File: src/rtl/mem_stage.sv
// Memory-access pipeline stage: issues data-memory requests, stalls upstream while
// an access is outstanding, aborts on timeout and registers results into MEM/WB.
//
//   state  | meaning
//   -------+------------------------------------------------------------
//   S_IDLE | no access outstanding; an aligned access requests this cycle
//   S_WAIT | request held, waiting for dmem_ack or the timeout count
module mem_stage #(
   parameter int TIMEOUT = 16
) (
   input  logic        clk,
   input  logic        rst,
   input  logic        regwriteM,
   input  logic        memwriteM,
   input  logic [1:0]  resultsrcM,
   input  logic [31:0] aluresultM,
   input  logic [31:0] writedataM,
   input  logic [31:0] pcplus4M,
   input  logic [4:0]  rdM,
   output logic        dmem_req,
   output logic        dmem_we,
   output logic [31:0] dmem_addr,
   output logic [31:0] dmem_wdata,
   input  logic [31:0] dmem_rdata,
   input  logic        dmem_ack,
   output logic        stallM,
   output logic        errM,
   output logic        regwriteW,
   output logic [1:0]  resultsrcW,
   output logic [31:0] aluresultW,
   output logic [31:0] readdataW,
   output logic [31:0] pcplus4W,
   output logic [4:0]  rdW
);

   typedef enum logic {S_IDLE, S_WAIT} state_t;

   localparam logic [7:0] TC = 8'(TIMEOUT - 1);

   state_t     state, state_nx;
   logic [7:0] cnt, cnt_nx;
   logic       access, misaligned, req_ok;
   logic       ack_ok, abort, fail;

   assign access     = memwriteM | (resultsrcM == 2'b01);
   assign misaligned = access & (aluresultM[1:0] != 2'b00);
   assign req_ok     = access & ~misaligned;
   assign fail       = misaligned | abort;

   assign dmem_we    = memwriteM;
   assign dmem_addr  = aluresultM;
   assign dmem_wdata = writedataM;

   always_ff @(posedge clk or negedge rst) begin
      if (!rst) begin
         state <= S_IDLE;
         cnt   <= 8'd0;
      end else begin
         state <= state_nx;
         cnt   <= cnt_nx;
      end
   end

   always_comb begin
      state_nx = state;
      cnt_nx   = cnt;
      case (state)
         S_IDLE: begin
            if (req_ok && !dmem_ack) begin
               state_nx = S_WAIT;
               cnt_nx   = 8'd1;
            end else begin
               cnt_nx   = 8'd0;
            end
         end
         S_WAIT: begin
            if (dmem_ack || abort) begin
               state_nx = S_IDLE;
               cnt_nx   = 8'd0;
            end else begin
               cnt_nx   = cnt + 8'd1;
            end
         end
         default: begin
            state_nx = S_IDLE;
            cnt_nx   = 8'd0;
         end
      endcase
   end

   // Request and stall are forced low while reset is held, whatever the inputs.
   always_comb begin
      dmem_req = 1'b0;
      abort    = 1'b0;
      case (state)
         S_IDLE:  dmem_req = req_ok;
         S_WAIT: begin
            dmem_req = 1'b1;
            abort    = (cnt == TC) & ~dmem_ack;
         end
         default: dmem_req = 1'b0;
      endcase
      if (!rst) begin
         dmem_req = 1'b0;
         abort    = 1'b0;
      end
      ack_ok = dmem_req & dmem_ack;
      stallM = rst & req_ok & ~ack_ok & ~abort;
   end

   always_ff @(posedge clk or negedge rst) begin
      if (!rst) begin
         errM       <= 1'b0;
         regwriteW  <= 1'b0;
         resultsrcW <= 2'b00;
         aluresultW <= 32'd0;
         readdataW  <= 32'd0;
         pcplus4W   <= 32'd0;
         rdW        <= 5'd0;
      end else begin
         errM <= ~stallM & fail;
         if (stallM) begin
            regwriteW <= 1'b0;
         end else begin
            regwriteW  <= regwriteM & ~fail;
            resultsrcW <= resultsrcM;
            aluresultW <= aluresultM;
            pcplus4W   <= pcplus4M;
            rdW        <= rdM;
         end
         if (ack_ok && !memwriteM)
            readdataW <= dmem_rdata;
      end
   end

endmodule

File: config.mk
export PLATFORM = sky130hd
export DESIGN_NAME = mem_stage
export DESIGN_NICKNAME = d
export VERILOG_FILES = /design/src/rtl/mem_stage.sv
export SDC_FILE = /design/constraint.sdc
export NUM_CORES = 1
export LEC_CHECK = 0
export CAP_MARGIN = 5
export CORE_AREA = 2 2 121 123
export CTS_BUF_LIST = sky130_fd_sc_hd__clkbuf_4
export CTS_CLUSTER_DIAMETER = 40
export CTS_CLUSTER_SIZE = 40
export DETAILED_ROUTE_END_ITERATION = 7
export DIE_AREA = 0 0 123 125
export MAX_ROUTING_LAYER = met4
export PLACE_DENSITY = 0.8
export SYNTH_ARGS = -nofsm -noshare
export SYNTH_HDL_FRONTEND = slang
export SYNTH_SLANG_ARGS = --single-unit
File: constraint.sdc
create_clock -name clk -period 4.83 [get_ports clk]
set_input_delay 0.483 -clock clk [delete_from_list [all_inputs] [get_ports clk]]
set_output_delay 0.483 -clock clk [all_outputs]
set_load 0.01 [all_outputs]
### Word-level counts from Yosys, hierarchy flattened

Cells that the tools add are included.

| operators by class | value |
|---|---|
| reductions and logical operators | 6 |
| $add $sub $neg | 1 |
| multiplexer cells | 11 |
| equality and inequality tests | 2 |
| bitwise logic cells | 18 |

Operator list:

| cell | number |
|---|---|
| 8-bit case mux with 2 select lines | 1 |
| 1-bit AND | 9 |
| 8-bit by 1-bit adder with 8-bit output, second input constant | 1 |
| 8-bit by 4-bit == test with 1-bit output, second input constant | 1 |
| 8-bit two-way mux | 1 |
| 1-bit two-way mux | 7 |
| 1-bit inverter | 7 |
| 1-bit case mux with 2 select lines | 2 |
| 2-bit by 1-bit == test with 1-bit output, second input constant | 1 |
| 1-bit logical AND | 2 |
| 1-bit zero test | 2 |
| 1-bit OR | 2 |
| 2-bit nonzero test | 1 |
| 1-bit logical OR | 1 |

| word-level totals | value |
|---|---|
| output and inout port bits | 172 |
| input bits | 140 |
| register bits | 114 |
| word-level logic and storage cells | 47 |

### Depth between registers and ports, before layout

| depth | value |
|---|---|
| depth in word-level cells | 13 |
| mapped depth | 6 |
| gate-level depth less buffers | 5 |

### Least setup slack after synthesis

OpenSTA, ideal clock, no wires.

| timing path | value |
|---|---|
| path type | register -> output |
| from | register cnt[0] |
| to | output stallM |
| cell stages (with the launch flop) | 6 |
| arrival time | 1424 ps |
| required time | 4347 ps |
| buffers on the path | 1 |
| setup slack | 2923 ps |
| cell sequence | dfrtp_1 ha_1 nand3_1 nor4_4 a31oi_4 buf_6 |

| on the way | value |
|---|---|
| longest elaborated chain between the ends | 6 |

Ends and longest elaborated chain:

| element | line | RTL |
|---|---|---|
| from (decl) | 41 | `logic [7:0] cnt, cnt_nx;` |
| from (signal assigned) | 60 | `cnt <= cnt_nx;` |
| 8-bit by 4-bit == test with 1-bit output | 99 | `abort = (cnt == TC) & ~dmem_ack;` |
| 1-bit AND | 99 |  |
| 1-bit two-way mux | 95 | `case (state)` |
| 1-bit two-way mux | 103 | `if (!rst) begin` |
| 1-bit inverter | 108 | `stallM = rst & req_ok & ~ack_ok & ~abort;` |
| 1-bit AND | 108 |  |
| to (decl) | 26 | `output logic stallM,` |

Every way passes these cells.

### Worst setup path after layout

| timing path | value |
|---|---|
| from | input rst |
| to | output dmem_req |

| on the way | value |
|---|---|
| longest elaborated chain between the ends | 1 |

Ends and longest elaborated chain:

| element | line | RTL |
|---|---|---|
| from (decl) | 12 | `input logic rst,` |
| 1-bit two-way mux | 103 |  |
| to (decl) | 20 | `output logic dmem_req,` |

Every way passes these cells.

==> metrics.md <==
| Metric | Value |
|---|---|
| Clk sink count | `114` |
| List of cells traversed by the critical path | `dlygate4sd3_1 -> buf_4 -> buf_4 -> a21boi_0 -> clkdlybuf4s50_1` |
| Setup slack on the worst flop-to-flop path | `2610 ps` |
| Synth Instances | `335` |
| Final critical-path required period | `3140 ps` |
| I/O Pins | `312` |
| Cell family with most CP delay | `buffers and inverters` |
| Total length of routed wires | `12300 µm` |
| Number of distinct library cells after synthesis | `30` |
| Via count of the first global-routing pass | `3562` |
| Number of vias per cell | `4.52` |
| Number of nets in the layout | `671` |
| Worst-path clk slew | `100 ps` |
| Average cell area after synthesis | `15.3 µm²` |
| Startpoint of the lowest-slack register-to-register path | `cnt[0]` |
| Net switching power figure | `634 µW` |
| Post-synthesis register bit count | `114` |
| Nature of the critical path startpoint | `input pin` |
| Number of cells on the worst reg-to-reg path | `6` |
| Detailed Place HPWL | `9150 µm` |
| Final hold violations | `0` |
| Leak pwr | `0.00321 µW` |
| Worst max-slew margin expressed relative to the limit | `0.510` |
| Wire length of the first global-routing pass | `19100 µm` |
| Synthesized cell area | `5130 µm²` |
| Worst min path class | `in -> async` |
| Arrival @ worst endpoint | `2650 ps` |
| Syn-to-layout area delta | `48.5%` |
| Buffers added on ports | `247` |
| Relative contribution of the clock network to total power | `0.308` |
| Largest stage delay, worst path | `600 ps` |
| Overall power | `2540 µW` |
| GPL Wtd Cong | `0.735` |
| FFs w/ async S/R, synth | `1.00` |
| Number of max-capacitance violations reported | `0` |
| DRC violations left | `0` |
| Register area share after synthesis | `0.556` |
| Clock buffers created by TritonCTS | `17` |
| Post-cts sizing count | `0` |
| Worst IR drop on VDD | `0.169 mV` |
| WP buf/inv | `4` |
| Synth warn | `0` |
| Pint | `1910 µW` |
| Effective utilization at floorplan | `0.361` |
| Number of violations reported at the end of detailed-routing iteration 0 | `139` |
| Reg-to-Reg End | `pcplus4W[6]` |
| Cell with the biggest individual delay on the critical path | `sky130_fd_sc_hd__buf_4` |
| Die outline height | `125 µm` |
| Overflow after GRT | `0` |
| Share of cells above drive strength 1 | `0.256` |
| Die ar. | `15400 µm²` |
| Clock Path Buffers | `2` |
| Setup repair bufs after CTS | `0` |
| Part of the power in registers | `0.448` |
| Pin count of the biggest net entering global routing | `72` |
| Root cell of the clock tree | `sky130_fd_sc_hd__clkbuf_4` |
| Final Non-Filler Cells | `727` |
| Die X | `123 µm` |
| Count of H-tree levels built during CTS | `4` |
| Clock Skew | `12.0 ps` |
| Run status | `complete, no violations` |
| Crit-path most repeated cell | `sky130_fd_sc_hd__buf_4` |
| Number of fill cells | `1192` |
| Global routing usage summed across all routing layers | `0.168` |
| Post-Place Cells | `694` |
| Period Utilization, post-route | `0.649` |
| 1st-pass router iterations | `4` |
| Required time reported for the critical path endpoint | `4350 ps` |
| Net switching fraction of the power | `0.250` |
| Setup repair after global routing missed its margin | `no` |
| Share of total power in combinational logic | `0.244` |
| Area of the core | `14200 µm²` |
| Slew Viols, Final | `0` |
| Setup total negative slack | `0 ps` |
| Post-route ant nets | `0` |
| Number of antenna violations at the first check in global routing | `0` |
| Worst-margin pin slew | `735 ps` |
| Max frequency | `319 MHz` |
| Synthesized net count | `476` |
| Path type of the worst setup path | `in -> out` |
| Power per cell area | `333 nW/µm²` |
| Antenna fix cells | `0` |
| Latest clock arrival within the worst-skew pair | `510 ps` |
| Per-cell routed wire length | `16.9 µm` |
| CTS tree | `done` |
| Primary FF master, synth | `sky130_fd_sc_hd__dfrtp_1` |
| Number of vias in the routed layout | `3284` |
| Type of element capturing the critical path | `output port` |
| Number of standard-cell rows in the floorplan | `44` |
| Maximum fanout along the worst path | `58` |
| Final setup violation count | `0` |
| EDFF count, synth | `0` |
## stage by stage
stage | area [µm²] | utilization | hold slack, ps | setup slack, ps
3_5_place_dp | 7300 | 0.514 | 338 | 2100
5_1_grt | 7620 | 0.536 | 287 | 1450
4_1_cts | 7620 | 0.536 | 256 | 1620
6_report | 7620 | 0.536 | 331 | 1690
2_1_floorplan | 5130 | - | 187 | 2920
3_3_place_gp | 7300 | 0.514 | 331 | 2160
## per-layer routing
metal,share of wire,vias to the layer above,global-route usage
li1,-,1480,-
met1,0.38,1616,0.183
met2,0.51,170,0.282
met3,0.086,18,0.0543
met4,0.017,0,0.0642
met5,0,-,-
## worst register-to-register path, delay by kind of cell (launching register included)
kind / cells / cell delay, ps
muxes: 1 / 490
DFF: 1 / 420
and+or+nand+nor: 2 / 560
buffers and inverters: 1 / 250
adders and majority gates: 1 / 210
AOI/OAI and AO/OA: 1 / 170
## final cells by class
class,instances,area (µm²),share of cell area
flip-flops and latches,114,2850,0.374
repair buffers,252,2520,0.331
multi-input cells,142,1690,0.222
well taps,184,230,0.0302
clock inverters,12,164,0.0215
clock buffers,20,150,0.0197
inverters,3,11.3,0.00148
## flip-flops by register name (all words and copies together) (netlist names), 2 cells and up
signal	count
aluresultW	32
pcplus4W	32
readdataW	32
cnt	8
rdW	5
resultsrcW	2
## worst max-delay path by stage
stage	slack [ps]	start	depth (start not counted)	endpoint
final	1690	rst	5	dmem_req
after global routing	1450	rst	5	dmem_req
after CTS	1620	rst	5	dmem_req
after detailed placement	2100	resultsrcM[0]	5	stallM
after global placement	2160	resultsrcM[0]	5	stallM
after floorplan	2920	cnt[0]	5	stallM
## synth_stat cells (2+ instances only)
library cell | n | area (µm²)
sky130_fd_sc_hd__buf_4 | 65 | 488
sky130_fd_sc_hd__nand2_1 | 3 | 11.3
sky130_fd_sc_hd__a21o_1 | 2 | 15.0
sky130_fd_sc_hd__buf_6 | 7 | 78.8
sky130_fd_sc_hd__mux2_2 | 34 | 383
sky130_fd_sc_hd__mux2_4 | 67 | 1010
sky130_fd_sc_hd__nand3_1 | 3 | 15.0
sky130_fd_sc_hd__buf_2 | 3 | 15.0
sky130_fd_sc_hd__xnor2_1 | 2 | 17.5
sky130_fd_sc_hd__inv_1 | 3 | 11.3
sky130_fd_sc_hd__xor2_1 | 4 | 35.0
sky130_fd_sc_hd__dfrtp_1 | 114 | 2850
sky130_fd_sc_hd__nor2_1 | 11 | 41.3
## cell families (layout without fill, tap and decap cells)
family / count (synthesis) / count (layout) / synth area share
AOI/OAI and AO/OA: 12 / 12 / 0.0217
xor gates and xnor gates: 6 / 6 / 0.0102
adders and majority gates: 1 / 1 / 0.00244
buffers and inverters: 79 / 287 / 0.116
DFF: 114 / 114 / 0.556
muxes: 101 / 101 / 0.271
and+or+nand+nor: 22 / 22 / 0.0227
## cells in the final DEF (no fill, tap or decap), drive strengths merged, types with 2 or more instances in the layout
cell	Yosys	layout
clkbuf	1	20
clkdlybuf4s50	0	246
a21o	2	2
xnor2	2	2
clkinv	0	7
o21ai	2	2
nand3	3	3
nor2	11	11
mux2	101	101
nand2	3	3
buf	75	5
inv	3	3
dfrtp	114	114
xor2	4	4
bufinv	0	4
## power groups by stage
stage	Clock [µW]	Sequential [µW]	Combinational [µW]
after floorplan	0	1210	199
after global placement	0	1150	617
after detailed placement	0	1160	627
after CTS	819	1140	631
after global routing	860	1160	657
final	782	1140	620
## timing repair
action,in CTS,in global routing
endpoints found under the setup margin,0,0
hold endpoints to repair,10,0
hold buffers,1,0
No activity file was read; power rests on OpenSTA's default activity.
